## src/rtl/demux_scheduler_pkg.sv

```systemverilog
// Shared definitions for the demux scheduler slice.
//   NUM_CH        : number of demux output channels
//   CH_A..CH_D    : select encodings driven on sel (sel[1]=s1, sel[0]=s2)
//   chan_t        : channel index / select pair type
//   buf_state_t   : one-entry buffer occupancy
package demux_scheduler_pkg;

   localparam int unsigned NUM_CH = 4;

   typedef logic [1:0] chan_t;

   localparam chan_t CH_A = 2'b00;
   localparam chan_t CH_B = 2'b01;
   localparam chan_t CH_C = 2'b10;
   localparam chan_t CH_D = 2'b11;

   typedef enum logic {
      EMPTY = 1'b0,
      FULL  = 1'b1
   } buf_state_t;

endpackage

```

## src/rtl/demux_scheduler_rr_next_chan.sv

```systemverilog
// Round-robin channel search.
//   sel         : current channel pointer
//   chan_mask   : per-channel enable, bit k set means channel k is eligible
//   next_chan   : first enabled channel strictly after sel (wrapping); sel
//                 itself when no other channel is enabled
//   any_enabled : at least one channel is enabled
module rr_next_chan
   import demux_scheduler_pkg::*;
(
   input  logic [1:0]        sel,
   input  logic [NUM_CH-1:0] chan_mask,
   output logic [1:0]        next_chan,
   output logic              any_enabled
);

   chan_t cand;
   logic  found;

   always_comb begin
      next_chan   = sel;
      any_enabled = |chan_mask;
      cand        = sel;
      found       = 1'b0;
      // Candidates sel+1, sel+2, sel+3 in circular order; 2-bit add wraps.
      for (int unsigned i = 1; i < NUM_CH; i++) begin
         cand = sel + chan_t'(i);
         if (!found && chan_mask[cand]) begin
            next_chan = cand;
            found     = 1'b1;
         end
      end
   end

endmodule

```

## src/rtl/demux_scheduler.sv

```systemverilog
// Sequencing controller for the 1-to-4 enable/select demux datapath.
// Words arrive over a valid/ready handshake into a one-entry buffer and are
// distributed round-robin over the enabled channels, BURST words per channel.
//   clk, rst   : clock (rising edge), asynchronous active-high reset
//   in_valid   : upstream word valid
//   in_data    : upstream word
//   in_ready   : a word can be accepted this cycle
//   chan_mask  : per-channel enable
//   out_ready  : per-channel downstream ready (only the selected bit matters)
//   out_valid  : one-hot valid for the selected channel while the buffer is full
//   out_data   : buffered word, shared by all channels
//   sel        : demux select pair, 00=a 01=b 10=c 11=d
//   en         : demux enable, equals buffer-full
//   busy       : buffer full, or pointer seeking an enabled channel
module demux_scheduler
   import demux_scheduler_pkg::*;
#(
   parameter int unsigned WIDTH = 8,
   parameter int unsigned BURST = 1
) (
   input  logic              clk,
   input  logic              rst,
   input  logic              in_valid,
   input  logic [WIDTH-1:0]  in_data,
   output logic              in_ready,
   input  logic [NUM_CH-1:0] chan_mask,
   input  logic [NUM_CH-1:0] out_ready,
   output logic [NUM_CH-1:0] out_valid,
   output logic [WIDTH-1:0]  out_data,
   output logic [1:0]        sel,
   output logic              en,
   output logic              busy
);

   localparam int unsigned CW = $clog2(BURST) + 1;
   // Counting 0..BURST-1 and wrapping on the last value is the same as
   // incrementing to BURST and clearing.
   localparam logic [CW-1:0] BURST_LAST = CW'(BURST - 1);

   buf_state_t     state, state_d;
   chan_t          sel_q, sel_d;
   logic [CW-1:0]  burst_cnt, burst_cnt_d;
   logic [WIDTH-1:0] data_q;

   chan_t next_chan;
   logic  any_enabled;
   logic  is_full;
   logic  xfer;
   logic  accept;
   logic  seeking;

   rr_next_chan u_rr_next_chan (
      .sel         (sel_q),
      .chan_mask   (chan_mask),
      .next_chan   (next_chan),
      .any_enabled (any_enabled)
   );

   assign is_full  = (state == FULL);
   assign xfer     = is_full && out_ready[sel_q];
   assign in_ready = chan_mask[sel_q] && (!is_full || out_ready[sel_q]);
   assign accept   = in_valid && in_ready;
   // With nothing enabled the pointer has nowhere to go, so it is idle.
   assign seeking  = !is_full && !chan_mask[sel_q] && any_enabled;

   always_ff @(posedge clk or posedge rst) begin
      if (rst) begin
         state     <= EMPTY;
         sel_q     <= CH_A;
         burst_cnt <= '0;
         data_q    <= '0;
      end else begin
         state     <= state_d;
         sel_q     <= sel_d;
         burst_cnt <= burst_cnt_d;
         if (accept) begin
            data_q <= in_data;
         end
      end
   end

   always_comb begin
      state_d     = state;
      sel_d       = sel_q;
      burst_cnt_d = burst_cnt;
      if (xfer) begin
         state_d = EMPTY;
         if (burst_cnt == BURST_LAST) begin
            burst_cnt_d = '0;
            sel_d       = next_chan;
         end else begin
            burst_cnt_d = burst_cnt + CW'(1);
         end
      end else if (seeking) begin
         sel_d       = next_chan;
         burst_cnt_d = '0;
      end
      // A word accepted alongside a transfer lands on the post-advance sel.
      if (accept) begin
         state_d = FULL;
      end
   end

   assign en        = is_full;
   assign sel       = sel_q;
   assign out_data  = data_q;
   assign out_valid = is_full ? (NUM_CH'(1) << sel_q) : '0;
   assign busy      = is_full || seeking;

endmodule
```

## config.mk

```make
export PLATFORM = sky130hd
export DESIGN_NAME = demux_scheduler
export DESIGN_NICKNAME = d
export VERILOG_FILES = /design/src/rtl/demux_scheduler_pkg.sv /design/src/rtl/demux_scheduler_rr_next_chan.sv /design/src/rtl/demux_scheduler.sv
export SDC_FILE = /design/constraint.sdc
export NUM_CORES = 1
export LEC_CHECK = 0
export CAP_MARGIN = 10
export CORE_MARGIN = 2
export CORE_UTILIZATION = 41
export DETAILED_ROUTE_END_ITERATION = 10
export PLACE_DENSITY_LB_ADDON = 0.05
export SYNTH_ARGS = -nofsm -noshare
export SYNTH_HDL_FRONTEND = slang
export SYNTH_SLANG_ARGS = --single-unit
```

## constraint.sdc

```tcl
create_clock -name clk -period 2.1 [get_ports clk]
set_input_delay 0.315 -clock clk [delete_from_list [all_inputs] [get_ports clk]]
set_output_delay 0.315 -clock clk [all_outputs]
set_load 0.05 [all_outputs]
```

Yosys cells after proc, flatten, opt, wreduce, memory -nomap -nowiden
Index checks and enable logic that the tools add are counted.

Bits of input ports: 19. Flip-flop bits (word level): 12. Word-level logic and storage cells: 55. Output and inout bits: 17.

Shift-type cells: 1. $add $sub $neg: 4. Equal/unequal tests: 1. Order comparisons: 4. Reductions and logical operators: 17. Mux-type cells: 24.

Operators with widths (number): less-than comparator 2 x 3 -> 1 bit, second input constant (4); 2-to-1 mux 1 bit (12); 2-to-1 mux 2 bit (6); binary-select mux 1 bit (select 2 bit) (5); logical AND 1 bit (7); adder 2 bit, second input constant (2); logical NOT 1 bit (4); 2-to-1 mux 4 bit (1); nonzero test 2 bit (2); OR reduction 4 bit (1); << shifter 1 x 2 -> 4 bit, first input constant (1); adder 2 x 1 -> 2 bit, second input constant (1); logical OR 1 bit (2); != test 2 bit, second input constant (1); AND reduction 2 bit (1); adder 1 bit, second input constant (1).

Logic depth before layout (Yosys ltp)
Word-level depth: 12. Mapped depth: 8. Depth with buffers taken out: 7.

Cells and area by module
From an unflattened synthesis, not the netlist that was laid out.

Cells, all modules: 65. Area total of the unflattened synthesis: 732.0 µm².

Modules (own cells, without submodules): demux_scheduler (cells each 51, instances 1, seq. area each 275.3 µm², area each 659.4 µm²); rr_next_chan (cells each 14, instances 1, seq. area each 0.0 µm², area each 72.6 µm²).

Least setup slack after synthesis
OpenSTA, ideal clock, no wires.

Path kind: register to register. Start: register sel_q[1], in the netlist sel[1]. End: register sel_q[1], in the netlist sel[1]. Setup time: 0.081 ns. Required time: 2.019 ns. Buffers on the path: 0. Arrival time: 2.181 ns. Setup slack: -0.162 ns. Stages on the path, launching flop included: 6. Clock period less this slack: 2.262 ns. Cell sequence: dfrtp_1 > inv_1 > ha_1 > mux4_1 > o311ai_1 > mux2i_1.

Cells in the longest elaborated chain, start to end: 12. Elaborated cells between the ends (all ways): 32. Classes of those cells: add/sub (3); eq/ne (1); mux (18); reduce/logical (10).

RTL lines: start, declared (RTL line demux_scheduler.sv:41) `chan_t sel_q, sel_d;`; start signal, assigned (RTL line demux_scheduler.sv:74) `sel_q <= sel_d;`; adder 2 x 1 -> 2 bit (RTL line demux_scheduler_rr_next_chan.sv:26) `cand = sel + chan_t'(i);`; binary-select mux 1 bit (select 2 bit) (RTL line demux_scheduler_rr_next_chan.sv:27) `if (!found && chan_mask[cand]) begin`; 2-to-1 mux 1 bit (not written as such) (RTL line demux_scheduler_rr_next_chan.sv:27); 2-to-1 mux 1 bit (RTL line demux_scheduler_rr_next_chan.sv:27); logical NOT 1 bit (RTL line demux_scheduler_rr_next_chan.sv:27); logical AND 1 bit (RTL line demux_scheduler_rr_next_chan.sv:27); 2-to-1 mux 1 bit (RTL line demux_scheduler_rr_next_chan.sv:27); logical NOT 1 bit (RTL line demux_scheduler_rr_next_chan.sv:27); logical AND 1 bit (RTL line demux_scheduler_rr_next_chan.sv:27); 2-to-1 mux 2 bit (RTL line demux_scheduler_rr_next_chan.sv:27); 2-to-1 mux 2 bit, on equally long branches (RTL line demux_scheduler.sv:94, demux_scheduler.sv:88); 2-to-1 mux 2 bit (RTL line demux_scheduler.sv:86) `if (xfer) begin`.

Several ways; a longest one is shown, not always the timed one. The select of a mux whose other input is x is not followed. A chain may end at the register's enable or synchronous reset.

Final worst setup path
Start: input port chan_mask[3]. End: output port busy.

Cells in the longest elaborated chain, start to end: 6. Elaborated cells between the ends (all ways): 7. Classes of those cells: mux (2); reduce/logical (5).

RTL lines: start, declared (RTL line demux_scheduler.sv:26) `input logic [NUM_CH-1:0] chan_mask,`; binary-select mux 1 bit (select 2 bit) (RTL line demux_scheduler.sv:64) `assign seeking = !is_full && !chan_mask[sel_q] && any_enabled;`; 2-to-1 mux 1 bit (not written as such) (RTL line demux_scheduler.sv:64); logical NOT 1 bit (RTL line demux_scheduler.sv:64); logical AND 1 bit (RTL line demux_scheduler.sv:64); logical AND 1 bit (*) (RTL line demux_scheduler.sv:64); logical OR 1 bit (*) (RTL line demux_scheduler.sv:108) `assign busy = is_full || seeking;`; end, declared (RTL line demux_scheduler.sv:32) `output logic busy`.

Mark *: on every way between the ends. The rest lies on a longest branch, timed or not. The select of a mux whose other input is x is not followed.

==> out/results.ini <==
[sta]
skew_ps = 6.29
period_share = 0.970
rsz0062_at_grt = no
maxSlewHeadroom = 0.669
final_max_slew_viol_count = 0
setup_viol = 0
tns_ps = 0
hold_viol = 0
hold-worst-slack_ps = 330
worstMarginPinSlew_ps = 495
period_needed_ps = 2040
max_freq_mhz = 491

[yosys]
synth_compound_area_frac = 0.0902
syn-instance-count = 67
yosys.area_share.simple = 0.170
synthAdderAreaFrac = 0.0592
synth_xor_xnor_area_share = 0.0104
synth-seq-cells = 11
synth_area_leaders = dfrtp_1 (33%), mux2_4 (14%), mux4_2 (8.0%)
netlist_area_um2 = 846
synth_top_family_by_area = multiplexers
synth-warning-count = 0
syn_avg_cell_area_um2 = 12.6
synth_top_area_share = 0.325
synth.area.mux_share = 0.288
synth_nets = 90
synth_seq_area_share = 0.325
synth.distinct_cells = 27
yosys.area.top_type = dfrtp_1

[critical_path]
r2r_cells = 6
end_kind = output pin
cpMaxStageDelayCell = clkdlybuf4s50_1
cp_max_fo = 9
crit_path_start_kind = input port
cp_top_family = buffers and inverters
path_class = in2out
worstPathArrival_ps = 1720
crit_required_ps = 1780
path_depth = 5
cp_num_buf_inv = 2
path_cells = clkdlybuf4s50_1 > nor3_1 > o32a_1 > a22oi_4 > buf_12
cpPeakStageDelay_ps = 620

[power]
powerDensity_nw_per_um2 = 1950
p_leak_nw = 0.608
fin_total_pwr_mw = 2.59
irDropWorstVdd_uv = 1210

[global_route]
grt_overflow_total = 0
grt_pass1_wl_um = 3060
grt_start_max_net_pins = 12
grt.total_usage = 0.168
grt_pass1_vias = 702
antenna_found_initial = 0

[drt]
routed_wl_um = 1870
drtIter0Drc = 7
vias = 694
drt-vias-per-instance = 4.99
dr_wl_met3_um = 92
wl_per_cell_um = 13.5
met2_length_um = 1040
drt-pass1-iter-count = 4
ant_nets = 0
met1_length_um = 689
routed.top_layer = met4
drc = 0

[clocking]
cts_htree_levels = 1
cts_buffer_depth = 2
cts_sinks = 11
clkTransAtPathRegs_ps = 70
cts_tree = done
clock-root-buffer = clkbuf_4
clkLatencyLatePin_ps = 270
cts_made_buffers = 3

[placement]
gp_congestion = 0.761
dp_cells = 131
hpwl_um = 1470
io_buffers = 35

[die]
fp.dieH_um = 49.4
core_area_um2 = 1960
die_area_um2 = 2440
die_w_um = 49.4
ioPinCount = 36
initial_core_util = 0.431
rows = 16

[finish]
drive_gt1_frac = 0.348
layout.nets = 136
fillers = 162
syn2layout_area_growth_pct = 57.0
antenna_cells = 0
layout_commonest_cell = clkdlybuf4s50_1
stdcell_count = 139
layout_common_cells = clkdlybuf4s50_1 (28), buf_4 (10), dfrtp_1 (9), mux2_4 (8)

[flow_run]
cap_violations = 0

[worst_hold_path]
min_path_type = in2async

[status]
status = finished clean

==> synthesized netlist by cell type, drive strengths merged <==
| cell | n |
|---|---|
| o32a | 2 |
| o311ai | 1 |
| mux2i | 3 |
| mux4 | 4 |
| a22oi | 1 |
| a211oi | 1 |
| or2 | 2 |
| and3 | 1 |
| mux2 | 8 |
| a21oi | 1 |
| nand2b | 1 |
| and2b | 1 |
| inv | 3 |
| o22ai | 1 |
| nor2b | 1 |
| dfrtp | 11 |
| xnor2 | 1 |
| nor3 | 4 |
| buf | 3 |
| ha | 4 |
| and2 | 4 |
| nor2 | 4 |
| o211ai | 1 |
| nand2 | 4 |
==> power by group <==
part,switching [mW],internal [mW],total (mW)
registers,0.0759,0.330,0.406
clock network,0.0664,0.0735,0.140
logic,1.10,0.942,2.04
total,1.24,1.35,2.59
==> final cells by class <==
cell class | instances | area, µm² | area share
Timing Repair Buffer | 44 | 450 | 0.339
Inverter | 3 | 13.8 | 0.0104
Clock buffer | 4 | 26.3 | 0.0198
Multi-Input combinational cell | 50 | 526 | 0.396
Tap cell | 27 | 33.8 | 0.0254
Sequential cell | 11 | 278 | 0.209
==> timing repair <==
| action | 4_1_cts | 5_1_grt |
|---|---|---|
| pin swaps | 1 | 1 |
| hold buffers | 0 | 0 |
| resized for setup | 1 | 3 |
| setup buffers | 3 | 1 |
| setup endpoints to repair | 2 | 2 |
==> layer usage <==
layer	global-route usage	vias to the layer above
li1	-	337
met1	0.172	330
met4	0.111	0
met3	0.0153	5
met5	0	-
met2	0.320	22
==> cells by family after synthesis <==
logic type               count (synthesis)
AND/OR/NAND/NOR                         22
buffers and inverters                    6
adder cells (fa/ha/maj)                  4
AO/OA/AOI/OAI                            8
flip-flops                              11
XOR/XNOR                                 1
multiplexers                            15
==> flip-flops by register name, summed over array words and instances (netlist names) <==
signal,cells
out_data,8
sel,2
en,1
==> final timing paths <==
path	from	end	slack, ps
max	chan_mask[3]	busy	60
min	rst	out_data[0]$_DFFE_PP0P_	330
max reg2reg	sel[0]$_DFFE_PP0P_	sel[1]$_DFFE_PP0P_	120
min reg2reg	out_data[2]$_DFFE_PP0P_	out_data[2]$_DFFE_PP0P_	510
max in group asynchronous	rst	sel[0]$_DFFE_PP0P_	1470
min in group clk	out_data[2]$_DFFE_PP0P_	out_data[2]$_DFFE_PP0P_	510
==> metrics by stage <==
stage | worst slack [ps] | utilization | cell area [µm²]
4_1_cts | 12.6 | 0.668 | 1310
3_5_place_dp | -18.1 | 0.642 | 1260
6_report | 62.1 | 0.677 | 1330
5_1_grt | 3.36 | 0.677 | 1330
3_3_place_gp | 28.8 | 0.642 | 1260
2_1_floorplan | 29.3 | - | 848
(Power assumes the default switching activity.)
